$ cat src/rtl/reg_bank_writer_if.sv
// Bus bundle for reg_bank_writer: write port, clear control, status and the A..G register outputs.
// Handshake: a write transfers on a rising edge where wr_valid && wr_ready; the master keeps
// wr_sel/wr_data stable while wr_valid is high and the write has not yet been accepted.
interface reg_bank_writer_if #(
  parameter int DW    = 8,
  parameter int CNT_W = 8
);
  logic             wr_valid;
  logic [3:0]       wr_sel;
  logic [DW-1:0]    wr_data;
  logic             wr_ready;
  logic             clr_req;
  logic             clr_busy;
  logic             clr_done;
  logic             wr_ack;
  logic [CNT_W-1:0] wr_count;
  logic [DW-1:0]    A, B, C, D, E, F, G;
  logic             sel_err;

  modport master (
    output wr_valid, wr_sel, wr_data, clr_req,
    input  wr_ready, clr_busy, clr_done, wr_ack, wr_count,
    input  A, B, C, D, E, F, G, sel_err
  );

  modport slave (
    input  wr_valid, wr_sel, wr_data, clr_req,
    output wr_ready, clr_busy, clr_done, wr_ack, wr_count,
    output A, B, C, D, E, F, G, sel_err
  );
endinterface

$ cat src/rtl/reg_bank_writer.sv
// 7 x DW register bank (A..G) written through the operand-mux select encoding, with a
// sequential clear sweep and an accepted-write counter. Optional macro: REG_SEL_STRICT_EN.
module reg_bank_writer #(
  parameter int DW    = 8,
  parameter int CNT_W = 8
) (
  input  logic                clk,
  input  logic                rst_n,
  reg_bank_writer_if.slave    bus,
  output logic                dbg_state_o
);

  typedef enum logic {S_IDLE = 1'b0, S_CLEAR = 1'b1} state_t;

  state_t           state_q, state_d;
  logic [2:0]       clr_idx_q, clr_idx_d;
  logic             wr_ack_q, wr_ack_d;
  logic             clr_done_q, clr_done_d;
  logic [CNT_W-1:0] wr_count_q, wr_count_d;
  logic [DW-1:0]    regs_q [7];

  logic [2:0] wr_idx;
  logic       sel_legal;
  logic       wr_ready;
  logic       write_en;
  logic       clear_en;

  // Same encoding as the read mux: A..F on 0100..1001, everything else lands on G.
  always_comb begin
    wr_idx    = 3'd6;
    sel_legal = 1'b1;
    case (bus.wr_sel)
      4'b0100: wr_idx = 3'd0;
      4'b0101: wr_idx = 3'd1;
      4'b0110: wr_idx = 3'd2;
      4'b0111: wr_idx = 3'd3;
      4'b1000: wr_idx = 3'd4;
      4'b1001: wr_idx = 3'd5;
      4'b1010: wr_idx = 3'd6;
      default: begin
        wr_idx = 3'd6;
`ifdef REG_SEL_STRICT_EN
        sel_legal = 1'b0;
`endif
      end
    endcase
  end

  always_comb begin
    state_d    = state_q;
    clr_idx_d  = clr_idx_q;
    wr_ack_d   = 1'b0;
    clr_done_d = 1'b0;
    wr_count_d = wr_count_q;
    wr_ready   = 1'b0;
    write_en   = 1'b0;
    clear_en   = 1'b0;
    case (state_q)
      S_IDLE: begin
        wr_ready = !bus.clr_req;
        if (bus.clr_req) begin
          state_d   = S_CLEAR;
          clr_idx_d = 3'd0;
        end else if (bus.wr_valid) begin
          wr_ack_d = 1'b1;
          write_en = sel_legal;
          if (sel_legal) wr_count_d = wr_count_q + CNT_W'(1);
        end
      end
      S_CLEAR: begin
        clear_en = 1'b1;
        if (clr_idx_q == 3'd6) begin
          state_d    = S_IDLE;
          clr_idx_d  = 3'd0;
          clr_done_d = 1'b1;
        end else begin
          clr_idx_d = clr_idx_q + 3'd1;
        end
      end
      default: state_d = S_IDLE;
    endcase
  end

  always_ff @(posedge clk or negedge rst_n) begin
    if (!rst_n) begin
      state_q    <= S_IDLE;
      clr_idx_q  <= 3'd0;
      wr_ack_q   <= 1'b0;
      clr_done_q <= 1'b0;
      wr_count_q <= '0;
    end else begin
      state_q    <= state_d;
      clr_idx_q  <= clr_idx_d;
      wr_ack_q   <= wr_ack_d;
      clr_done_q <= clr_done_d;
      wr_count_q <= wr_count_d;
    end
  end

  // The sweep and a write never coincide: writes are only taken in IDLE.
  always_ff @(posedge clk or negedge rst_n) begin
    if (!rst_n) begin
      for (int i = 0; i < 7; i++) regs_q[i] <= '0;
    end else begin
      for (int i = 0; i < 7; i++) begin
        if (clear_en && clr_idx_q == 3'(i)) regs_q[i] <= '0;
        else if (write_en && wr_idx == 3'(i)) regs_q[i] <= bus.wr_data;
      end
    end
  end

`ifdef REG_SEL_STRICT_EN
  logic sel_err_q;
  logic sel_err_set;
  assign sel_err_set = (state_q == S_IDLE) && !bus.clr_req && bus.wr_valid && !sel_legal;

  always_ff @(posedge clk or negedge rst_n) begin
    if (!rst_n)           sel_err_q <= 1'b0;
    else if (sel_err_set) sel_err_q <= 1'b1;
  end
  assign bus.sel_err = sel_err_q;
`else
  assign bus.sel_err = 1'b0;
`endif

  assign bus.wr_ready  = wr_ready;
  assign bus.clr_busy  = (state_q == S_CLEAR);
  assign bus.clr_done  = clr_done_q;
  assign bus.wr_ack    = wr_ack_q;
  assign bus.wr_count  = wr_count_q;
  assign bus.A         = regs_q[0];
  assign bus.B         = regs_q[1];
  assign bus.C         = regs_q[2];
  assign bus.D         = regs_q[3];
  assign bus.E         = regs_q[4];
  assign bus.F         = regs_q[5];
  assign bus.G         = regs_q[6];
  assign dbg_state_o   = (state_q == S_CLEAR);

endmodule

$ cat src/flat_wrapper.sv
// flat-port wrapper written by rule: the top's interface ports become plain ports
module reg_bank_writer_flat 
#(
  parameter int DW    = 8,
  parameter int CNT_W = 8
)
  (clk, rst_n, dbg_state_o, bus_wr_valid, bus_wr_sel, bus_wr_data, bus_clr_req, bus_wr_ready, bus_clr_busy, bus_clr_done, bus_wr_ack, bus_wr_count, bus_A, bus_B, bus_C, bus_D, bus_E, bus_F, bus_G, bus_sel_err);
  reg_bank_writer_if #(.DW(DW), .CNT_W(CNT_W)) bus_i ();
  input  logic clk;
  input  logic rst_n;
  output logic dbg_state_o;
  input wire logic [$bits(bus_i.wr_valid)-1:0] bus_wr_valid;
  input wire logic [$bits(bus_i.wr_sel)-1:0] bus_wr_sel;
  input wire logic [$bits(bus_i.wr_data)-1:0] bus_wr_data;
  input wire logic [$bits(bus_i.clr_req)-1:0] bus_clr_req;
  output wire logic [$bits(bus_i.wr_ready)-1:0] bus_wr_ready;
  output wire logic [$bits(bus_i.clr_busy)-1:0] bus_clr_busy;
  output wire logic [$bits(bus_i.clr_done)-1:0] bus_clr_done;
  output wire logic [$bits(bus_i.wr_ack)-1:0] bus_wr_ack;
  output wire logic [$bits(bus_i.wr_count)-1:0] bus_wr_count;
  output wire logic [$bits(bus_i.A)-1:0] bus_A;
  output wire logic [$bits(bus_i.B)-1:0] bus_B;
  output wire logic [$bits(bus_i.C)-1:0] bus_C;
  output wire logic [$bits(bus_i.D)-1:0] bus_D;
  output wire logic [$bits(bus_i.E)-1:0] bus_E;
  output wire logic [$bits(bus_i.F)-1:0] bus_F;
  output wire logic [$bits(bus_i.G)-1:0] bus_G;
  output wire logic [$bits(bus_i.sel_err)-1:0] bus_sel_err;
  assign bus_i.wr_valid = bus_wr_valid;
  assign bus_i.wr_sel = bus_wr_sel;
  assign bus_i.wr_data = bus_wr_data;
  assign bus_i.clr_req = bus_clr_req;
  assign bus_wr_ready = bus_i.wr_ready;
  assign bus_clr_busy = bus_i.clr_busy;
  assign bus_clr_done = bus_i.clr_done;
  assign bus_wr_ack = bus_i.wr_ack;
  assign bus_wr_count = bus_i.wr_count;
  assign bus_A = bus_i.A;
  assign bus_B = bus_i.B;
  assign bus_C = bus_i.C;
  assign bus_D = bus_i.D;
  assign bus_E = bus_i.E;
  assign bus_F = bus_i.F;
  assign bus_G = bus_i.G;
  assign bus_sel_err = bus_i.sel_err;
  reg_bank_writer #(.DW(DW), .CNT_W(CNT_W)) u_core (.clk(clk), .rst_n(rst_n), .bus(bus_i), .dbg_state_o(dbg_state_o));
endmodule
$ cat config.mk
export PLATFORM = sky130hd
export DESIGN_NAME = reg_bank_writer_flat
export DESIGN_NICKNAME = d
export VERILOG_FILES = /design/src/rtl/reg_bank_writer_if.sv /design/src/rtl/reg_bank_writer.sv /design/src/flat_wrapper.sv
export SDC_FILE = /design/constraint.sdc
export NUM_CORES = 1
export LEC_CHECK = 0
export CAP_MARGIN = 10
export CELL_PAD_IN_SITES_DETAIL_PLACEMENT = 0
export CELL_PAD_IN_SITES_GLOBAL_PLACEMENT = 1
export CORE_UTILIZATION = 40
export CTS_CLUSTER_SIZE = 28
export DETAILED_ROUTE_END_ITERATION = 12
export PLACE_DENSITY = 0.85
export REMOVE_ABC_BUFFERS = 1
export SLEW_MARGIN = 20
export SYNTH_ARGS = -nofsm -noshare
export SYNTH_HDL_FRONTEND = slang
export SYNTH_SLANG_ARGS = --single-unit
export TNS_END_PERCENT = 1
$ cat constraint.sdc
create_clock -name clk -period 2.4 [get_ports clk]
set_input_delay 0.6 -clock clk [delete_from_list [all_inputs] [get_ports clk]]
set_output_delay 0.6 -clock clk [all_outputs]
set_load 0.01 [all_outputs]
==> impl_metrics.py <==
metrics = {
    "place": {
        "dp_cells": 453,
        "hpwlAfterDp_um": 5050,
        "port_buffers": 84,
        "final_estimated_routing_congestion_in_global_placement": 0.785,
    },
    "sta": {
        "slew_violations": 0,
        "period_share": 0.967,
        "final-hold-violation-count": 0,
        "setup-tns-final_ps": 0,
        "final-setup-viol-count": 0,
        "min_period_ps": 2320,
        "grt_setup_unrepaired": "no",
        "fmax_mhz": 431,
        "final.setup_skew_ps": 6.96,
    },
    "worst_hold_path": {
        "worst_hold_class": "in -> async",
    },
    "yosys": {
        "synth_fa_ha_area_frac": 0.00816,
        "synth_compound_gate_area_share": 0.0379,
        "yosys.cell_types.count": 37,
        "synth_sequential_area_ratio": 0.571,
        "postSynthCellCount": 275,
        "mappedNetlistArea_mm2": 0.00307,
        "synth.area.mux_share": 0.157,
        "synth-xor-area-share": 0.0200,
        "count_of_yosys_warnings_during_synthesis": 0,
        "synth_enable_flop_cells": 0,
        "synth.avg_cell_area_um2": 11.2,
        "most_instantiated_flip_flop_cell_in_the_synthesis_netlist": "dfrtp_1",
        "async_flop_share": 1.00,
        "yosys_register_bits": 70,
        "simple_gate_portion_of_the_synthesized_area": 0.161,
        "synth_top_family_by_area": "simple AND/OR/NAND/NOR gates",
    },
    "drt": {
        "route.antenna.remaining_nets": 0,
        "post_detailed_routing_wire_length_um": 7510,
        "drc": 0,
        "via_count_of_the_routed_design": 2343,
        "drt-pass1-iter-count": 4,
        "dr.first_iter.drc_count": 152,
        "post_drt_via_cell_ratio": 5.00,
        "routed_wirelength_normalized_by_instance_count_um": 16.0,
    },
    "worst_setup_path": {
        "reg2reg_from": "u_core.bus.clr_busy",
        "reg2reg_depth": 5,
        "critical_path.top_delay_family": "buffers and inverters",
        "cp_data_required_time_ps": 1800,
        "timing.critical_path.from_type": "input port",
        "cpMaxStageDelayCell": "clkdlybuf4s50_1",
        "cpMostUsedCell": "clkdlybuf4s50_1",
        "critical_path.cell_chain": "clkdlybuf4s50_1 -> nor2_2 -> clkdlybuf4s50_1",
        "timing.critical_path.buf_inv": 2,
        "crit_fanout": 3,
        "crit_path_category": "in -> out",
        "timing.critical_path.slowest_cell_delay_ps": 550,
        "timing.critical_path.to_type": "output port",
        "r2r_setup_slack_ps": 670,
        "rr_endpoint": "u_core.bus.D[5]",
        "critical_path_arrival_ps": 1720,
    },
    "finish": {
        "layout_cell_share_with_drive_strength_beyond_1": 0.0946,
        "fin_nets": 383,
        "syn_to_final_growth_pct": 40.2,
        "antenna_cells_inserted": 0,
        "final-instance-count-excl-fill": 469,
        "most_frequent_standard_cell_in_the_layout_excluding_fill_and_tap_cells": "clkdlybuf4s50_1",
        "most_used_cells_in_the_layout_excluding_fill_and_tap_cells": "clkdlybuf4s50_1, dfrtp_1, nand2_1",
    },
    "floorplanning": {
        "initial_core_util": 0.418,
        "chipHeight_um": 89.6,
        "chipWidth_um": 89.6,
        "count_of_standard_cell_rows": 31,
        "core_area_mm2": 0.00733,
        "ios": 86,
        "die-area_mm2": 0.00802,
    },
    "global_route": {
        "vias_in_the_first_global_route": 2305,
        "globalRouteTotalUtil": 0.203,
        "globalRoute.totalOverflow": 0,
        "maximum_number_of_pins_on_one_net_before_global_route_repair": 71,
        "number_of_antenna_violations_at_the_first_check_in_global_routing": 0,
        "grt_pass1_wl_um": 11700,
    },
    "pwr": {
        "power_density_mw_per_mm2": 920,
        "peakVddDrop_uv": 433,
        "power.static_leakage_nw": 2.01,
    },
    "flow_run": {
        "max_cap_viol_count": 0,
    },
    "run_status": {
        "status": "finished clean",
    },
    "clock_network": {
        "cts.htree.levels": 3,
        "clkTransAtPathRegs_ps": 70,
        "numClockSinks": 70,
        "tritoncts_clock_tree": "yes",
        "post_cts_buffers": 0,
        "clock_insertion_delay_worst_skew_ps": 350,
        "inserted_clock_buffers": 9,
        "clock_path_buffers": 2,
        "cts-root-buf": "clkbuf_8",
    },
}
## repair_timing
| item | in CTS | in global routing |
|---|---|---|
| resized for setup | 0 | 1 |
| hold buffers | 0 | 0 |
| endpoints found under the setup margin | 0 | 1 |
| endpoints found under the hold margin | 0 | 0 |
## where the power goes
| group | switching (mW) | total (mW) | leakage [nW] | internal [mW] |
|---|---|---|---|---|
| logic | 0.582 | 1.23 | 0.946 | 0.649 |
| clock network | 0.450 | 1.09 | 0.116 | 0.642 |
| registers | 0.208 | 1.63 | 0.949 | 1.43 |
| total | 1.24 | 3.96 | 2.01 | 2.72 |
## kinds of logic after synthesis
kind of cell | after synthesis
simple gates | 96
flops | 70
mux | 48
buf+inv | 29
compound gates | 22
xor+xnor | 7
fa+ha+maj | 2
other cells | 1
## sequential cells by signal (all words and copies together), names as in the netlist
register,cells
u_core.bus.clr_busy,1
u_core.bus.clr_done,1
u_core.bus.C,8
u_core.bus.G,8
u_core.bus.E,8
u_core.bus.A,8
u_core.bus.F,8
u_core.clr_idx_q,3
u_core.bus.wr_count,8
u_core.bus.B,8
u_core.bus.wr_ack,1
u_core.bus.D,8
## routing by layer
metal  track usage  vias to the layer above  routed length [um]
met2         0.311                       69                3550
met4        0.0649                        0                 108
met3        0.0526                       10                 344
li1              -                     1107                   -
met5             0                        -                   0
met1         0.282                     1157                3500
## Yosys cell counts (3+ instances only)
cell | number | area, um^2
nor2_1 | 4 | 15.0
nor3b_1 | 3 | 22.5
o21ai_0 | 10 | 50.1
nand4_1 | 3 | 18.8
mux2i_1 | 48 | 480
nand4b_1 | 3 | 26.3
clkbuf_1 | 8 | 30.0
xor2_1 | 3 | 26.3
dfrtp_1 | 70 | 1750
inv_1 | 11 | 41.3
xnor2_1 | 4 | 35.0
nand2_1 | 55 | 206
nor3_1 | 3 | 15.0
a21oi_1 | 9 | 45.0
buf_4 | 4 | 30.0
nand3_1 | 9 | 45.0
## area by class of cell
| type | instances | area, um^2 |
|---|---|---|
| Fill cell | 619 | 3030 |
| Tap cell | 99 | 124 |
| Clock buffer | 11 | 151 |
| Multi-Input combinational cell | 176 | 1180 |
| Timing Repair Buffer | 96 | 963 |
| Inverter | 12 | 45.0 |
| Sequential cell | 70 | 1750 |
| Clock inverter | 5 | 81.3 |
## stage by stage
step / hold WS (ps) / power (mW) / setup WS [ps] / utilization / cell area [um^2]
after global routing: 295 / 4.18 / 17.1 / 0.587 / 4300
after detailed placement: 465 / 2.89 / 44.2 / 0.555 / 4070
final: 254 / 3.96 / 79.6 / 0.587 / 4300
after floorplan: 304 / 2.17 / -87.1 / - / 2980
after CTS: 279 / 3.99 / 47.0 / 0.586 / 4300
after global placement: 455 / 2.86 / 82.8 / 0.555 / 4070
## worst reg2reg max path: stages (launching register included)
cell and delay, ps:
dfrtp_1 430, or3b_1 500, inv_2 150, and4_1 250
buf_12 140, mux2i_1 200
## worst max path at each step
stage                      endpoint  slack (ps)                 from  cells after the start
detailed placement     bus_wr_ready          40          bus_clr_req                      3
CTS                    bus_wr_ready          50          bus_clr_req                      3
floorplan           u_core.bus.E[0]         -90  u_core.bus.clr_busy                      3
finish                 bus_wr_ready          80          bus_clr_req                      3
global placement       bus_wr_ready          80          bus_clr_req                      3
global route           bus_wr_ready          20          bus_clr_req                      3
Power figures use the tool's default switching activity.
